==> config.mk <==
export PLATFORM = sky130hd
export DESIGN_NAME = shot_trigger
export DESIGN_NICKNAME = d
export VERILOG_FILES = /design/src/rtl/shot_trigger.sv
export SDC_FILE = /design/constraint.sdc
export NUM_CORES = 1
export LEC_CHECK = 0
export ABC_CLOCK_PERIOD_IN_PS = 1500
export CORE_AREA = 2 2 67 56
export DETAILED_ROUTE_END_ITERATION = 8
export DIE_AREA = 0 0 69 58
export PLACE_DENSITY_LB_ADDON = 0.3
export REMOVE_ABC_BUFFERS = 1
export SLEW_MARGIN = 20
export SYNTH_ARGS = -nofsm -noshare
export SYNTH_HDL_FRONTEND = slang
export SYNTH_SLANG_ARGS = --single-unit
==> constraint.sdc <==
create_clock -name Clk -period 1.5 [get_ports Clk]
set_input_delay 0.375 -clock Clk [delete_from_list [all_inputs] [get_ports Clk]]
set_output_delay 0.375 -clock Clk [all_outputs]
set_load 0.02 [all_outputs]
==> src/rtl/shot_trigger.sv <==
// shot_trigger: light-gun trigger front end and Zapper-style flash sequencer.
//
// A raw trigger pull is synchronised, debounced and edge-detected. A pull while the game is
// in PLAY_STATE with shots remaining emits a one-cycle `shot`. The block then blanks the screen
// for FLASH_FRAMES frames and draws the target for TARGET_FRAMES frames while sampling
// `hit_sense`, and finally reports a one-cycle `hit` or `miss`. The trigger must be released
// before another shot can be taken.
//
// Ports:
//   Clk, Reset_n   clock, asynchronous active-low reset
//   trigger_raw    raw asynchronous trigger, 1 = pulled
//   state          game FSM state; shots are allowed only in PLAY_STATE
//   no_shots_left  1 = magazine empty
//   frame_start    one-cycle pulse at the start of each video frame
//   hit_sense      photodiode / hitbox overlap seen this cycle
//   shot           one-cycle pulse per accepted pull
//   flash_black    blank the screen
//   flash_target   draw the white target box
//   hit, miss      one-cycle result pulses, exactly one per completed sequence
//   busy           sequencer is not idle

module shot_trigger #(
    parameter int unsigned DEBOUNCE_CYCLES = 500000,
    parameter int unsigned FLASH_FRAMES    = 1,
    parameter int unsigned TARGET_FRAMES   = 1,
    parameter logic [2:0]  PLAY_STATE      = 3'b010
) (
    input  logic       Clk,
    input  logic       Reset_n,
    input  logic       trigger_raw,
    input  logic [2:0] state,
    input  logic       no_shots_left,
    input  logic       frame_start,
    input  logic       hit_sense,
    output logic       shot,
    output logic       flash_black,
    output logic       flash_target,
    output logic       hit,
    output logic       miss,
    output logic       busy
);

    localparam int unsigned DB_W      = $clog2(DEBOUNCE_CYCLES + 1);
    localparam int unsigned FRAME_MAX = (FLASH_FRAMES > TARGET_FRAMES) ? FLASH_FRAMES
                                                                       : TARGET_FRAMES;
    localparam int unsigned FR_W      = $clog2(FRAME_MAX + 1);

    localparam logic [DB_W-1:0] DB_LAST     = DB_W'(DEBOUNCE_CYCLES - 1);
    localparam logic [FR_W-1:0] FLASH_LAST  = FR_W'(FLASH_FRAMES - 1);
    localparam logic [FR_W-1:0] TARGET_LAST = FR_W'(TARGET_FRAMES - 1);

    localparam logic [2:0] StIdle      = 3'd0;
    localparam logic [2:0] StShot      = 3'd1;
    localparam logic [2:0] StWaitFrame = 3'd2;
    localparam logic [2:0] StBlack     = 3'd3;
    localparam logic [2:0] StTarget    = 3'd4;
    localparam logic [2:0] StResult    = 3'd5;
    localparam logic [2:0] StRelease   = 3'd6;

    logic            trig_meta_q, trig_meta_d;
    logic            trig_s_q, trig_s_d;
    logic            trig_db_q, trig_db_d;
    logic            trig_db_dly_q, trig_db_dly_d;
    logic            pull_q, pull_d;
    logic [DB_W-1:0] db_cnt_q, db_cnt_d;
    logic [2:0]      fsm_q, fsm_d;
    logic [FR_W-1:0] frame_cnt_q, frame_cnt_d;
    logic            hit_latch_q, hit_latch_d;

    logic in_play;

    assign in_play = (state == PLAY_STATE);

    // Synchroniser, debounce and registered rising-edge detect.
    always_comb begin
        trig_meta_d   = trigger_raw;
        trig_s_d      = trig_meta_q;
        trig_db_d     = trig_db_q;
        db_cnt_d      = '0;
        if (trig_s_q != trig_db_q) begin
            if (db_cnt_q == DB_LAST) begin
                trig_db_d = trig_s_q;
            end else begin
                db_cnt_d = db_cnt_q + 1'b1;
            end
        end
        trig_db_dly_d = trig_db_q;
        pull_d        = trig_db_q & ~trig_db_dly_q;
    end

    always_comb begin
        fsm_d       = fsm_q;
        frame_cnt_d = frame_cnt_q;
        hit_latch_d = hit_latch_q;
        case (fsm_q)
            StIdle: begin
                // Pulls that arrive when shots are not allowed are dropped, not queued.
                if (pull_q && in_play && !no_shots_left) begin
                    fsm_d = StShot;
                end
            end
            StShot: begin
                fsm_d = StWaitFrame;
            end
            StWaitFrame: begin
                if (!in_play) begin
                    fsm_d = StRelease;
                end else if (frame_start) begin
                    fsm_d       = StBlack;
                    frame_cnt_d = '0;
                end
            end
            StBlack: begin
                if (!in_play) begin
                    fsm_d = StRelease;
                end else if (frame_start) begin
                    if (frame_cnt_q == FLASH_LAST) begin
                        fsm_d       = StTarget;
                        frame_cnt_d = '0;
                        hit_latch_d = 1'b0;
                    end else begin
                        frame_cnt_d = frame_cnt_q + 1'b1;
                    end
                end
            end
            StTarget: begin
                if (!in_play) begin
                    fsm_d = StRelease;
                end else begin
                    // hit_sense on the closing frame_start cycle still counts.
                    hit_latch_d = hit_latch_q | hit_sense;
                    if (frame_start) begin
                        if (frame_cnt_q == TARGET_LAST) begin
                            fsm_d       = StResult;
                            frame_cnt_d = '0;
                        end else begin
                            frame_cnt_d = frame_cnt_q + 1'b1;
                        end
                    end
                end
            end
            StResult: begin
                fsm_d = StRelease;
            end
            StRelease: begin
                if (!trig_db_q) begin
                    fsm_d = StIdle;
                end
            end
            default: begin
                fsm_d = StIdle;
            end
        endcase
    end

    always_ff @(posedge Clk or negedge Reset_n) begin
        if (!Reset_n) begin
            trig_meta_q   <= 1'b0;
            trig_s_q      <= 1'b0;
            trig_db_q     <= 1'b0;
            trig_db_dly_q <= 1'b0;
            pull_q        <= 1'b0;
            db_cnt_q      <= '0;
            fsm_q         <= StIdle;
            frame_cnt_q   <= '0;
            hit_latch_q   <= 1'b0;
        end else begin
            trig_meta_q   <= trig_meta_d;
            trig_s_q      <= trig_s_d;
            trig_db_q     <= trig_db_d;
            trig_db_dly_q <= trig_db_dly_d;
            pull_q        <= pull_d;
            db_cnt_q      <= db_cnt_d;
            fsm_q         <= fsm_d;
            frame_cnt_q   <= frame_cnt_d;
            hit_latch_q   <= hit_latch_d;
        end
    end

    // Outputs decode registered state only, so they fall with the asynchronous reset.
    always_comb begin
        shot         = (fsm_q == StShot);
        flash_black  = (fsm_q == StBlack);
        flash_target = (fsm_q == StTarget);
        hit          = (fsm_q == StResult) &  hit_latch_q;
        miss         = (fsm_q == StResult) & ~hit_latch_q;
        busy         = (fsm_q != StIdle);
    end

endmodule

==> summary.md, run 1 <==
The run gives 8.6% as the combinational group share of total power. The worst hold path belongs to the class reg2reg. The post-route antenna net violation count was 0; the share of post-route cells with drive strength above 1 was 50.0%. For this run, the total global-route usage over all layers was measured as 20.0%. Counting cells, the worst reg-to-reg path comes to 4. The antenna diode instance count was 0; the area of the placeable core was 0.00333 mm².

The critical path in this run is classified as reg2out. Root buffer selected by CTS: clkbuf_8. Data on the critical path is required at its endpoint by 1.12 ns.

Compared with the post-synthesis result, the final layout area differs by 59.9%. The proportion of power drawn by flip-flops and latches came out at 51.1%. In this run the vertical extent of the chip is 58 µm. Most used routing layer in global routing: met2.

For this run, the top clock speed supported by timing is 0.590 GHz. For this design the ratio of total power to cell area is 664 mW/mm². The number of different library cells used by synthesis comes to 39.

The worst setup path is launched from a register. TritonCTS built the clock tree. Setup repair after global routing could not meet its margin everywhere.

The total I/O pin count is 15, and the final count of pins violating max slew is 0. The site row count came out at 19. The initial core utilization is 42.9%. The number of placed cells counting well taps came out at 230.

The average footprint of a synthesized cell is 9.99 µm², and the wire length per cell after detailed routing is 17.4 µm. The via count of the first global-routing pass is 1344. The final reports fail on setup timing. In the routed layout, each cell is associated on average with a via count of 5.51. The detailed-route DRC error count is 0. Across the run, the number of max-cap violations was 0.

The run gives 49.0% as the sequential-to-total area share from yosys stat. Number of failing hold endpoints at the final stage: 0. In this run the static leakage power is 0.989 nW. The mapped netlist covers 0.00143 mm².

The routed design could run at a clock period as short as 1.69 ns. The detailed router placed 1367 vias in this run. The sum of internal, switching and leakage power is 1.52 mW, and the initial antenna violation count is 0. The logs give 1 for the maximum level of the CTS H-tree and 0.330 mW for the net load switching power.

The congestion estimate from routability-driven global placement came to 0.919. The internal power is 1.19 mW, and the net total in the final layout is 217. Setup violations remaining at the end of the flow were counted as 19. At the pin with the least slew margin, the transition time is 0.335 ns. Maximum count of clock buffers along a single path: 2.

During synthesis, Yosys emitted a total of 0 warnings. In this run the horizontal extent of the chip is 69 µm. The worst-case clock skew is 0.00293 ns, and the total of buffers placed on input and output ports is 14. After layout, the worst path uses 113% of the clock period. The met3 demand-to-capacity share in global routing came out at 2.78%. STA classifies the critical path endpoint as a primary output. In this run, the clock network consumes 40.3% of the power.

The first detailed-routing pass took 5 iterations. Detailed placement ended at an HPWL of 2.46 mm. The clock drives 28 sinks. Leaving out filler cells and counting taps, the final layout contains 248. In this run the tightest slew margin relative to its limit is 77.4%.

The die covers 0.00400 mm². The tools report the DRC marker count from the first detailed-route iteration as 103. The global-route wire length before repair is 6.38 mm, and the largest fanout on the critical path is 6. The logs give 143 for the instance count of the mapped netlist and 4.32 mm for the total length of routed wires. Counting flops and latches in the post-synthesis netlist gives 28. The hold path depth was 0. The most common library cell in the layout ignoring fill and taps is buf_4.

The met2 capacity usage during global routing was 34.3%. Clock latency on the worst-skew pair, taken at its later pin, is 0.28 ns. TritonCTS created 3 clock buffers. The library cells used most frequently in the layout, excluding fill and tap cells, are buf_4 (41), dfrtp_1 (23), nor2_1 (14), xnor2_1 (12), buf_6 (10).

Data on the critical path arrives at its endpoint at 1.32 ns. For this run the aggregate overflow at the end of global routing stands at 0. The final critical-path setup slack is -0.194 ns, and the met1 capacity usage during global routing is 26.9%. The flow ran to the end, but the final reports show violations. Entering global routing, the biggest net connects 29 pins.

Across the VDD grid, the largest voltage drop is 0.512 mV. On the final layout, the worst hold slack is 0.369 ns. The run gives 235 as the number of fill cells in the layout. Clock-pin slew was measured on the worst setup and hold paths at 0.10 ns. The switching share of power is 21.7%.
-- area by class of cell --
cell class / instances / area, µm² / share of cell area (%)
multi-input combinational: 107 / 897 / 39.3
sequential: 28 / 707 / 30.9
timing repair buffer: 62 / 538 / 23.5
tap: 42 / 52.6 / 2.30
clock buffer: 3 / 41.3 / 1.81
clock inverter: 1 / 30.0 / 1.31
inverter: 5 / 18.8 / 0.821
-- metrics by stage --
step	setup TNS, ns	util (%)	instance area (µm²)	setup WS [ns]
floorplan	-5.29	-	1410	-0.356
global placement	-3.01	56.3	1870	-0.473
detailed placement	-3.34	56.3	1870	-0.528
CTS	-1.52	64.7	2150	-0.156
global route	-2.81	68.6	2280	-0.205
finish	-1.15	68.6	2280	-0.194
-- worst paths after layout --
kind,startpoint,end,slack [ns]
setup / recovery,fsm_q[2],busy,-0.19
hold / removal,trig_meta_q,trig_s_q,0.37
setup reg to reg,db_cnt_q[1],db_cnt_q[17],-0.14
hold reg to reg,trig_meta_q,trig_s_q,0.37
max in group asynchronous,Reset_n,db_cnt_q[0],0.90
min in group asynchronous,Reset_n,db_cnt_q[7],0.44
-- cell usage after synthesis (all sizes together) --
master   count  area, µm²
a21oi        3       15.0
a2bb2oi      1       8.76
a31oi        1       6.26
a32oi        1       8.76
and2         2       12.5
and4bb       1       12.5
buf          2       12.5
clkbuf       1       3.75
dfrtp       28        701
ha           1       12.5
inv          5       18.8
mux2         1       11.3
mux2i        1       10.0
nand2        7       26.3
nand3        7       40.0
nand4        6       58.8
nor2        25       93.8
nor2b        2       12.5
nor3         5       25.0
nor3b        3       22.5
nor4         7       50.1
nor4b        2       17.5
nor4bb       1       10.0
o21ai        4       20.0
o21bai       1       7.51
o22a         1       8.76
o22ai        1       6.26
o32ai        1       8.76
or2          1       6.26
or3          2       12.5
or3b         1       8.76
or4          1       11.3
xnor2       13        114
xor2         4       35.0
-- cells by family (layout without fill, tap and decap cells) --
logic type                 after synthesis  in the layout  synth area share (%)
buffers and inverters                    8             71                  2.45
muxes                                    2              2                  1.49
DFF                                     28             28                  49.0
adders and majority gates                1              1                 0.876
xor gates and xnor gates                17             17                  10.4
AOI/OAI and AO/OA                       14             14                  6.31
and+or+nand+nor                         73             73                  29.4
-- repair_timing --
| action | 4_1_cts | 5_1_grt |
|---|---|---|
| hold buffers | 0 | 0 |
| pin swaps | 21 | 11 |
| buffers inserted | 10 | 6 |
| setup endpoints to repair | 27 | 27 |
| gates resized for setup | 70 | 29 |
| cloned | 1 | 0 |
-- power groups by stage --
stage	Sequential [mW]	Clock, mW	Combinational, mW
after CTS	0.772	0.605	0.111
after floorplan	0.786	0	0.0242
after global routing	0.776	0.640	0.142
final	0.775	0.612	0.131
after global placement	0.786	0	0.0904
after detailed placement	0.787	0	0.0946
-- state kept, by name, indices dropped and copies added, names as in the netlist --
name	cells
db_cnt_q	19
fsm_q	3
hit_latch_q	1
pull_q	1
trig_db_dly_d	1
trig_db_dly_q	1
trig_meta_q	1
trig_s_q	1
-- metal layers --
| metal | vias to the layer above | wire length [µm] |
|---|---|---|
| met5 | - | 0 |
| met4 | 0 | 107 |
| met3 | 11 | 191 |
| met2 | 40 | 2100 |
| met1 | 680 | 1910 |
| li1 | 636 | - |
-- worst max-delay path, cell delays in order, from the launching register on --
cell and delay, ns:
dfrtp_2 0.47, or3_4 0.42, buf_6 0.14
(Power assumes the default switching activity.)
==> run 2: changes to the inputs <==
--- a/config.mk
+++ b/config.mk
@@ -6,9 +6,10 @@
 export NUM_CORES = 1
 export LEC_CHECK = 0
 export ABC_CLOCK_PERIOD_IN_PS = 1500
-export CORE_AREA = 2 2 67 56
+export CORE_AREA = 4 4 69 58
+export CTS_CLUSTER_DIAMETER = 60
 export DETAILED_ROUTE_END_ITERATION = 8
-export DIE_AREA = 0 0 69 58
+export DIE_AREA = 0 0 73 62
 export PLACE_DENSITY_LB_ADDON = 0.3
 export REMOVE_ABC_BUFFERS = 1
 export SLEW_MARGIN = 20
==> run 2 against run 1 <==
The run still ends with setup timing left. Clock power down 2%. Worst setup slack improved by 0.047 ns. Core utilization increased by 1.0 points. Sequential power barely moved. Via count decreased by 2.5%. Non-clock buffer count unchanged. Sequential share of layout area fell by 0.45 points. Clock skew barely moved. Flip-flop and latch count is the same. Worst hold slack worse by 0.0087 ns. Cell count did not move. Highest routed layer unchanged.
==> summary.md, run 2 (synthesis results as in run 1) <==
The flow ran to the end, but the final reports show violations. Violated checks: setup timing (unchanged). The area added between synthesis and finish came out at 63.4% (was 59.9%). Critical path startpoint category: a register (unchanged). The flip-flop count of the largest register, all copies and words added came out at 19 (unchanged). The startpoint of the worst register-to-register path is db_cnt_q[6] (was db_cnt_q[1]). The run gives 0 (unchanged) as the initial antenna violation count. The tools report the area of the placeable core as 0.00335 mm² (was 0.00333 mm²). The top layer reached by signal wires was met4 (unchanged). The peak ir drop on the vdd network came out at 0.662 mV (was 0.512 mV).

The run gives 0 (unchanged) as the final count of pins violating max slew. For the total clock buffers created by CTS, the log shows 3 (unchanged). Cell chain of the critical path: or3_4 -> buf_6 (unchanged). The clock sink total was 28 (unchanged).

The final number of setup-violating endpoints was 26 (was 19); the number of failing hold endpoints at the final stage was 0 (unchanged). The half-perimeter wire length of the detailed placement result is 2.51 mm (was 2.46 mm). Number of search-and-repair iterations in the first detailed-routing pass: 4 (was 5).

The global-route wire length before repair is 6.26 mm (was 6.38 mm), and the total global-route track usage is 18.1% (was 20.0%). The site row count is 19 (unchanged), and the final cycle utilization of the critical path is 110% (was 113%). The total length of routed wires was 4.00 mm (was 4.32 mm); the post-route antenna net violation count was 0 (unchanged). Arrival time of the worst setup path: 1.27 ns (was 1.32 ns).

The relative slew slack came out at 68.0% (was 77.4%). The maximum operating frequency is 0.607 GHz (was 0.590 GHz). Largest net degree at the start of global routing: 29 (unchanged). The tools report the start point of the worst min-delay path as trig_meta_q (unchanged).

Setup repair after global routing could not meet its margin everywhere. The tools report the sink of the worst hold path as trig_s_q (unchanged). TritonCTS built the clock tree. The antenna diode instance count was 0 (unchanged). Number of placed cells counting well taps: 228 (was 230). The most common library cell in the layout ignoring fill and taps was buf_4 (unchanged). The class of the tightest hold or removal check is reg2reg (unchanged). The summed negative setup slack over all endpoints was -1.79 ns (was -1.15 ns); the horizontal die dimension was 73 µm (was 69 µm). The maximum count of clock buffers along a single path was 2 (unchanged). The clock input transition at the sequential cells of the worst setup and hold paths works out to 0.10 ns (about the same). Endpoint type of the worst setup path: a primary output (unchanged). Max-cap violation count: 0 (unchanged).

The largest stage delay on the critical path is 0.46 ns (was 0.47 ns), and the aggregate global routing overflow is 0 (unchanged). The share of post-route cells with drive strength above 1 is 52.9% (was 50.0%). The measured slew at the worst slew-check pin works out to 0.476 ns (was 0.335 ns). Largest fanout on the critical path: 5 (was 6). Ratio of total power to cell area: 641 mW/mm² (was 664 mW/mm²). The total I/O pin count is 15 (unchanged). The run gives 0.361 ns (was 0.369 ns) as the final hold slack.

The final core utilization was 69.7% (was 68.6%). The net total in the final layout was 217 (unchanged); the depth of the worst register-to-register path was 4 (unchanged). The tools report the final critical-path setup slack as -0.147 ns (was -0.194 ns). The register ranked first by flip-flop count was db_cnt_q (unchanged). The worst-skew pair later-pin latency was 0.27 ns (was 0.28 ns); the minimum clock period after layout was 1.65 ns (was 1.69 ns). The routed length on met1 is 1.71 mm (was 1.91 mm). The floorplan die height works out to 62 µm (was 58 µm).

The DRC marker count from the first detailed-route iteration was 86 (was 103). The detailed-route DRC error count is 0 (unchanged), and the setup slack after placement is -0.503 ns (was -0.528 ns). The tools report the number of fill cells in the layout as 223 (was 235). The total via count in the routed design is 1333 (was 1367).

The detailed-routed wire length on met3 is 131 µm (was 191 µm). The tools report the count of hold-fix buffers inserted at cts as 0 (unchanged). The overall die area is 0.00453 mm² (was 0.00400 mm²). End of the worst register-to-register path: db_cnt_q[17] (unchanged).

Via count normalized by instance count: 5.38 (was 5.51). Commonest cells after routing, fill and taps aside: buf_4 (40), dfrtp_1 (19), xnor2_1 (13), buf_6 (11), nor2_2 (10) (was buf_4 (41), dfrtp_1 (23), nor2_1 (14), xnor2_1 (12), buf_6 (10)). Root buffer selected by CTS: clkbuf_8 (unchanged). The worst-case clock skew was 0.00261 ns (was 0.00293 ns). The run gives 248 (unchanged) as the number of standard cells in the layout, taps in and fillers out. The cell leakage power was 0.993 nW (was 0.989 nW); the sum of met2 wire segment lengths after detailed routing was 2.12 mm (was 2.10 mm). The register-to-register path setup slack is -0.10 ns (was -0.14 ns). The run gives 1.12 ns (about the same) as the worst endpoint required time. The type of the worst setup path was reg2out (unchanged). Largest registers: db_cnt_q (19), fsm_q (3) (unchanged). The initial core utilization was 42.6% (was 42.9%); the hold path depth was 0 (unchanged). The total of buffers placed on input and output ports was 14 (unchanged).

The cell with the largest stage delay on the worst path is dfrtp_2 (unchanged). For the via count of the first global-routing pass, the log shows 1371 (was 1344). The placer congestion estimate is 0.882 (was 0.919). The wire length per cell after detailed routing came out at 16.1 µm (was 17.4 µm). For the maximum level of the CTS H-tree, the log shows 1 (unchanged).
-- run 2: worst max path at each step --
| stage | depth (start not counted) | startpoint | to |
|---|---|---|---|
| final | 2 | fsm_q[2] | busy |
| after global routing | 3 | fsm_q[1] | flash_target |
| after detailed placement | 5 | state[1] | fsm_q[1] |
| after CTS | 2 | fsm_q[2] | busy |
| after floorplan | 4 | fsm_q[1] | fsm_q[2] |
| after global placement | 5 | state[1] | fsm_q[1] |
-- run 2: cell type report --
type	count	area, µm²	area share (%)
Multi-Input combinational cell	107	928	39.8
Sequential cell	28	712	30.5
Timing Repair Buffer	62	552	23.6
Tap cell	42	52.6	2.25
Clock buffer	3	41.3	1.77
Clock inverter	1	30.0	1.29
Inverter	5	18.8	0.804
-- run 2: power by group --
part | switching, mW | total [mW] | internal, mW
Clock | 0.242 | 0.599 | 0.357
Sequential | 0.00999 | 0.774 | 0.764
Combinational | 0.0617 | 0.123 | 0.0612
-- run 2: routing by layer --
layer	global-route usage, %	vias to the layer above
met3	3.22	4
li1	-	635
met4	7.37	0
met2	32.6	27
met1	21.8	667
met5	0	-
-- run 2: timing repair --
item	CTS	global route
cloned	1	0
gates resized for setup	61	51
buffers inserted	7	8
setup endpoints to repair	23	27
pin swaps	11	26
-- run 2: metrics by stage --
| step | area [µm²] | power [mW] |
|---|---|---|
| 2_1_floorplan | 1410 | 0.811 |
| 3_3_place_gp | 1860 | 0.877 |
| 3_5_place_dp | 1860 | 0.880 |
| 4_1_cts | 2080 | 1.48 |
| 5_1_grt | 2330 | 1.55 |
| 6_report | 2330 | 1.50 |
-- run 2: worst max-delay path: cells and delay by family, from the launching register on --
family        cells  cell delay [ns]
flops             1             0.46
buf+inv           1             0.14
simple gates      1             0.39
